<file path="src/rtl/alu_mc_pkg.sv">
// Shared types and constants for the multi-cycle execute-stage ALU.
// Opcode encoding matches the combinational ALU it replaces.
package alu_mc_pkg;

    typedef enum logic [3:0] {
        OpAdd = 4'd0,
        OpSub = 4'd1,
        OpCmp = 4'd2,
        OpMul = 4'd3,
        OpDiv = 4'd4,
        OpMod = 4'd5,
        OpLsl = 4'd6,
        OpLsr = 4'd7,
        OpAsr = 4'd8,
        OpOr  = 4'd9,
        OpAnd = 4'd10,
        OpNot = 4'd11,
        OpMov = 4'd12,
        OpLd  = 4'd13,
        OpSt  = 4'd14,
        OpIll = 4'd15
    } op_e;

    typedef enum logic [0:0] {
        StIdle = 1'b0,
        StDiv  = 1'b1
    } state_e;

    localparam int unsigned FLG_E  = 0;
    localparam int unsigned FLG_GT = 1;
    localparam int unsigned FLG_N  = 2;
    localparam int unsigned FLG_DZ = 3;
    localparam int unsigned NumFlags = 4;

    function automatic logic is_div_op(input op_e op);
        return (op == OpDiv) || (op == OpMod);
    endfunction

endpackage

</file>
<file path="src/rtl/alu_mc_divider.sv">
// Unsigned restoring divider: one quotient bit per cycle, WIDTH cycles per divide.
// quotient_o/remainder_o are valid while done_o is high (the final iteration cycle).
module alu_mc_divider #(
    parameter int unsigned WIDTH = 32
) (
    input  logic             clk_i,
    input  logic             rst_ni,
    input  logic             start_i,
    input  logic [WIDTH-1:0] dividend_i,
    input  logic [WIDTH-1:0] divisor_i,
    output logic [WIDTH-1:0] quotient_o,
    output logic [WIDTH-1:0] remainder_o,
    output logic             div_zero_o,
    output logic             done_o
);

    localparam int unsigned CntW = $clog2(WIDTH);

    logic             active_q;
    logic [CntW-1:0]  cnt_q;
    logic [WIDTH-1:0] rem_q;
    logic [WIDTH-1:0] quo_q;
    logic [WIDTH-1:0] dvs_q;
    logic [WIDTH-1:0] dvd_q;
    logic             dz_q;

    logic [WIDTH:0]   shifted;
    logic [WIDTH:0]   trial;
    logic [WIDTH-1:0] rem_d;
    logic [WIDTH-1:0] quo_d;

    // quo_q doubles as the dividend shift register: its MSB feeds the
    // partial remainder while quotient bits enter at the LSB.
    always_comb begin
        shifted = {rem_q, quo_q[WIDTH-1]};
        trial   = shifted - {1'b0, dvs_q};
        if (!trial[WIDTH]) begin
            rem_d = trial[WIDTH-1:0];
            quo_d = {quo_q[WIDTH-2:0], 1'b1};
        end else begin
            rem_d = shifted[WIDTH-1:0];
            quo_d = {quo_q[WIDTH-2:0], 1'b0};
        end
    end

    always_ff @(posedge clk_i) begin
        if (!rst_ni) begin
            active_q <= 1'b0;
            cnt_q    <= '0;
            rem_q    <= '0;
            quo_q    <= '0;
            dvs_q    <= '0;
            dvd_q    <= '0;
            dz_q     <= 1'b0;
        end else if (start_i) begin
            active_q <= 1'b1;
            cnt_q    <= '0;
            rem_q    <= '0;
            quo_q    <= dividend_i;
            dvs_q    <= divisor_i;
            dvd_q    <= dividend_i;
            dz_q     <= (divisor_i == '0);
        end else if (active_q) begin
            rem_q <= rem_d;
            quo_q <= quo_d;
            cnt_q <= cnt_q + CntW'(1);
            if (cnt_q == CntW'(WIDTH - 1)) begin
                active_q <= 1'b0;
            end
        end
    end

    // Divide-by-zero still runs the full iteration count; only the result is overridden.
    assign done_o      = active_q && (cnt_q == CntW'(WIDTH - 1));
    assign quotient_o  = dz_q ? '1 : quo_d;
    assign remainder_o = dz_q ? dvd_q : rem_d;
    assign div_zero_o  = dz_q;

endmodule

</file>
<file path="src/rtl/alu_mc.sv">
// Multi-cycle execute-stage ALU with valid/ready handshakes, registered result and flags.
// DIV/MOD run on an iterative divider and hold off new operations while in progress.
module alu_mc
    import alu_mc_pkg::*;
#(
    parameter int unsigned WIDTH = 32,
    parameter int unsigned TAG_W = 5
) (
    input  logic             clk_i,
    input  logic             rst_ni,
    input  logic             in_valid_i,
    output logic             in_ready_o,
    input  logic [3:0]       in_op_i,
    input  logic [WIDTH-1:0] in_a_i,
    input  logic [WIDTH-1:0] in_b_i,
    input  logic [TAG_W-1:0] in_tag_i,
    output logic             out_valid_o,
    input  logic             out_ready_i,
    output logic [WIDTH-1:0] out_result_o,
    output logic [TAG_W-1:0] out_tag_o,
    output logic [3:0]       flags_o,
    output logic             busy_o
);

    localparam int unsigned ShW = $clog2(WIDTH);

    state_e              state_q;
    logic                out_valid_q;
    logic [WIDTH-1:0]    out_result_q;
    logic [TAG_W-1:0]    out_tag_q;
    logic [NumFlags-1:0] flags_q;
    logic [TAG_W-1:0]    pend_tag_q;
    logic                pend_mod_q;

    op_e              op;
    logic             accept;
    logic [ShW-1:0]   shamt;
    logic [WIDTH-1:0] sum;
    logic [WIDTH-1:0] diff;
    logic [WIDTH-1:0] prod;
    logic [WIDTH-1:0] alu_res;

    logic             div_start;
    logic [WIDTH-1:0] div_quo;
    logic [WIDTH-1:0] div_rem;
    logic             div_dz;
    logic             div_done;

    assign op         = op_e'(in_op_i);
    assign in_ready_o = (state_q == StIdle) && (!out_valid_q || out_ready_i);
    assign accept     = in_valid_i && in_ready_o;
    assign div_start  = accept && is_div_op(op);

    assign shamt = in_b_i[ShW-1:0];
    assign sum   = in_a_i + in_b_i;
    assign diff  = in_a_i - in_b_i;
    assign prod  = in_a_i * in_b_i;

    always_comb begin
        alu_res = '0;
        case (op)
            OpAdd, OpLd, OpSt: alu_res = sum;
            OpSub, OpCmp:      alu_res = diff;
            OpMul:             alu_res = prod;
            OpLsl:             alu_res = in_a_i << shamt;
            OpLsr:             alu_res = in_a_i >> shamt;
            OpAsr:             alu_res = WIDTH'($signed(in_a_i) >>> shamt);
            OpOr:              alu_res = in_a_i | in_b_i;
            OpAnd:             alu_res = in_a_i & in_b_i;
            OpNot:             alu_res = ~in_a_i;
            OpMov:             alu_res = in_b_i;
            default:           alu_res = '0;
        endcase
    end

    alu_mc_divider #(
        .WIDTH (WIDTH)
    ) u_divider (
        .clk_i       (clk_i),
        .rst_ni      (rst_ni),
        .start_i     (div_start),
        .dividend_i  (in_a_i),
        .divisor_i   (in_b_i),
        .quotient_o  (div_quo),
        .remainder_o (div_rem),
        .div_zero_o  (div_dz),
        .done_o      (div_done)
    );

    always_ff @(posedge clk_i) begin
        if (!rst_ni) begin
            state_q      <= StIdle;
            out_valid_q  <= 1'b0;
            out_result_q <= '0;
            out_tag_q    <= '0;
            flags_q      <= '0;
            pend_tag_q   <= '0;
            pend_mod_q   <= 1'b0;
        end else begin
            // A new load below overrides this drain when both happen on one edge.
            if (out_valid_q && out_ready_i) begin
                out_valid_q <= 1'b0;
            end
            case (state_q)
                StIdle: begin
                    if (accept) begin
                        if (is_div_op(op)) begin
                            state_q    <= StDiv;
                            pend_tag_q <= in_tag_i;
                            pend_mod_q <= (op == OpMod);
                        end else begin
                            out_valid_q  <= 1'b1;
                            out_result_q <= alu_res;
                            out_tag_q    <= in_tag_i;
                            if (op == OpCmp) begin
                                flags_q[FLG_E]  <= (in_a_i == in_b_i);
                                flags_q[FLG_GT] <= ($signed(in_a_i) > $signed(in_b_i));
                                flags_q[FLG_N]  <= diff[WIDTH-1];
                            end
                        end
                    end
                end
                StDiv: begin
                    if (div_done) begin
                        state_q         <= StIdle;
                        out_valid_q     <= 1'b1;
                        out_result_q    <= pend_mod_q ? div_rem : div_quo;
                        out_tag_q       <= pend_tag_q;
                        flags_q[FLG_DZ] <= div_dz;
                    end
                end
                default: state_q <= StIdle;
            endcase
        end
    end

    assign out_valid_o  = out_valid_q;
    assign out_result_o = out_result_q;
    assign out_tag_o    = out_tag_q;
    assign flags_o      = flags_q;
    assign busy_o       = (state_q == StDiv);

endmodule

</file>
<file path="config.mk">
export PLATFORM = sky130hd
export DESIGN_NAME = alu_mc
export DESIGN_NICKNAME = d
export VERILOG_FILES = /design/src/rtl/alu_mc_pkg.sv /design/src/rtl/alu_mc_divider.sv /design/src/rtl/alu_mc.sv
export SDC_FILE = /design/constraint.sdc
export NUM_CORES = 2
export LEC_CHECK = 0
export BUFFER_PORTS_ARGS = -buffer_cell sky130_fd_sc_hd__buf_2
export CAP_MARGIN = 20
export CORE_UTILIZATION = 45
export DETAILED_ROUTE_END_ITERATION = 12
export SKIP_LAST_GASP = 1
export SLEW_MARGIN = 0
export SYNTH_ARGS = -nofsm -noshare
export SYNTH_HDL_FRONTEND = slang
export SYNTH_SLANG_ARGS = --single-unit
</file>
<file path="constraint.sdc">
create_clock -name clk_i -period 9.7 [get_ports clk_i]
set_clock_uncertainty 0.15 [all_clocks]
set_input_delay 0.97 -clock clk_i [delete_from_list [all_inputs] [get_ports clk_i]]
set_output_delay 0.97 -clock clk_i [all_outputs]
set_load 0.02 [all_outputs]
</file>
==> results.yml <==
setup_path:
  required_ns: 9.89
  path_max_fanout: 21
  max_stage_delay_ns: 0.57
  endpoint_kind: "flip-flop"
  rr_startpoint: "u_divider.dvs_q[2]$_SDFFE_PN0P_"
  crit_path_top_delay_cell: "buf_2"
  cp_common_cell: "fa_1"
  cp-start-kind: "input port"
  crit_family: "adder cells"
  crit_type: "in2reg"
  path_buf_inv: 6
  arrival_ns: 9.09
  crit_path_start: "in_a_i[14]"
timing:
  finalSetupTns_ns: 0
  setup_ws_ns: 0.805
  layout_min_cycle_time_ns: 8.90
  hold_viol_final: 0
  worst_slew_pin_slew_ns: 1.25
  fin_crit_sh_pct: 91.7
  setup_viol: 0
  maxSlewViolCount: 0
  fmax_ghz: 0.112
  relSlewSlack_pct: 15.6
  rsz0062_at_grt: "no"
logic_synthesis:
  synth_area_um2: 34200
  syn-num-nets: 5001
  synth_seq_cells: 184
  synth_cell_types: 100
  synthXorXnorAreaFrac_pct: 3.12
  yosysSeqAreaShare_pct: 10.8
  synth_top_family_by_area: "adder cells"
  synthMuxAreaShare_pct: 8.35
  netlist_instances: 4259
  synth_top_flop_cell: "dfxtp_1"
  synth_fa_ha_area_share_pct: 33.4
  ys_warn_count: 0
  synthArstFlopShare_pct: 0
  synth_compound_area_share_pct: 18.6
  avgSynthCellArea_um2: 8.02
  synth_edf_count: 0
  synth-simple-area-share_pct: 16.2
detailed_routing:
  routedWlPerCell_um: 29.5
  routed_wl_um: 153000
  vias_per_cell: 6.34
  first_iter_violations: 3822
  drc: 0
  dr.pass1.iters: 6
  drtAntennaViolNets: 0
  vias: 32993
floorplan:
  std_cell_rows: 100
  initial_utilization_pct: 45.7
  die_area_um2: 77000
  dieWidth_um: 278
  coreArea_um2: 74800
  io_pins: 121
  die_height_um: 278
global_routing:
  grt_pass1_wl_um: 224000
  grt_max_degree: 95
  grt_pass1_vias: 32510
  grtUsageTotal_pct: 39.8
  antenna_found_initial: 9
  grt_overflow: 0
finish:
  instances_no_fill: 5200
  fin_area_um2: 36300
  area_growth_pct: 6.38
  fin_nets: 4954
  drive_gt1_share_pct: 10.6
clocking:
  cts_setup_buffers: 0
  htree_levels: 4
  cts-buffers-inserted: 17
  cts.sinks: 184
  hold_buffers: 0
  cts_tree: "done"
  clock_latency_ns: 0.46
  clk_pin_slew_worst_paths_ns: 0.08
  cts_resized: 0
  root_buffer: "clkbuf_16"
  cts.path.max_buffers: 2
placement:
  gp_congestion: 1.06
  place_area_um2: 35700
  dp_hpwl_um: 120000
  pre_cts_ws_ns: 0.549
  io_buffers: 120
  post-place-cells: 5162
run_status:
  status: "complete, no violations"
min_path:
  min_from: "u_divider.dvs_q[24]$_SDFFE_PN0P_"
  hold_class: "reg2reg"
job:
  max_cap_violations: 0
[worst paths after layout]
kind | end | slack, ns | cells past startpoint
worst min register to register | u_divider.dvs_q[24]$_SDFFE_PN0P_ | 0.30 | 2
worst max register to register | out_result_o[31]$_SDFFE_PN0P_ | 5.14 | 11
worst min-delay path | u_divider.dvs_q[24]$_SDFFE_PN0P_ | 0.30 | 2
worst max-delay path | out_result_o[28]$_SDFFE_PN0P_ | 0.80 | 26
[layout make-up]
type | count | area [um^2]
Antenna cell | 6 | 15.0
Clock buffer | 18 | 439
Clock inverter | 14 | 155
Fill cell | 7504 | 38500
Inverter | 540 | 2030
Multi-Input combinational cell | 3232 | 27300
Sequential cell | 184 | 3690
Tap cell | 969 | 1210
Timing Repair Buffer | 237 | 1510
[Yosys cell counts (all sizes together), types with 12 or more instances]
cell,number,area (um^2)
o21bai,19,143
inv,528,1980
nand2b,26,163
clkbuf,219,822
or3,16,100
a2111oi,14,141
mux2i,79,791
mux4,69,1550
nor4,20,125
clkinv,12,45.0
a221oi,33,295
a221o,12,120
o21ai,155,780
a21oi,278,1400
a211oi,70,548
o221ai,35,307
a31oi,42,263
nand2,478,1790
o211ai,32,250
fa,411,8230
o21a,27,204
xnor2,93,815
nor2,568,2140
and3,22,138
o31ai,28,229
a21o,55,413
buf,84,418
nor2b,27,169
dfxtp,184,3680
nand3,45,225
mux2,45,507
o22ai,23,144
ha,254,3180
xor2,26,228
nor3,52,277
[kinds of logic (layout without fill, tap and decap cells)]
group           count (synthesis)  count (layout)
simple gates                 1310            1310
compound gates                944             944
buf+inv                       843             809
fa+ha+maj                     665             665
mux                           193             193
flops                         184             184
xor+xnor                      120             120
other cells                     0               6
[layout by cell type (no fill, tap or decap), types with 26 or more instances in the layout]
master / n
buf_2: 118
o31ai_1: 26
nor3_1: 48
inv_1: 522
o21a_1: 26
xnor2_1: 93
nand2_1: 477
nand2b_1: 26
mux4_2: 69
nand3_1: 43
nor2_1: 567
o221ai_1: 35
a31oi_1: 42
a211oi_1: 67
fa_1: 411
mux2i_1: 79
xor2_1: 26
a21oi_1: 276
mux2_2: 45
ha_1: 254
a221oi_1: 32
o211ai_1: 30
nor2b_1: 27
buf_4: 117
a21o_1: 55
dfxtp_1: 183
o21ai_0: 148
[sequential cells by signal, indices dropped and copies added (netlist names)]
signal and count:
u_divider.rem_q 32, u_divider.dvd_q 32, out_tag_o 5, out_valid_o 1, u_divider.dvs_q 32, u_divider.div_zero_o 1, out_result_o 32, busy_o 1
u_divider.active_q 1, u_divider.cnt_q 5, pend_mod_q 1, flags_o 4, pend_tag_q 5, u_divider.quo_q 32
[worst register-to-register path: stages (launching register included)]
cell	delay [ns]
dfxtp_1	0.33
inv_1	0.05
ha_1	0.34
nor2b_1	0.19
o31ai_1	0.39
a21oi_1	0.21
o211ai_1	0.49
a21boi_2	0.19
o21ai_0	0.45
nand2_1	0.48
o31ai_1	0.99
a31oi_1	0.18
[per-layer routing]
layer  up-vias  track usage (%)  routed length, um
li1      14224                -                  -
met1     16171             51.6              58900
met2      2094             59.7              66100
met3       496             9.22              17200
met4         8             25.1              11100
met5         -                0                 68
[per-stage QoR]
step | utilization (%) | hold slack (ns)
3_3_place_gp | 47.8 | 0.292
2_1_floorplan | - | 0.283
5_1_grt | 48.5 | 0.326
3_5_place_dp | 47.8 | 0.297
6_report | 48.6 | 0.304
4_1_cts | 48.5 | 0.308
Power is not shown: default switching activity piles up to over one toggle a cycle in this logic, so the estimate is an artifact.
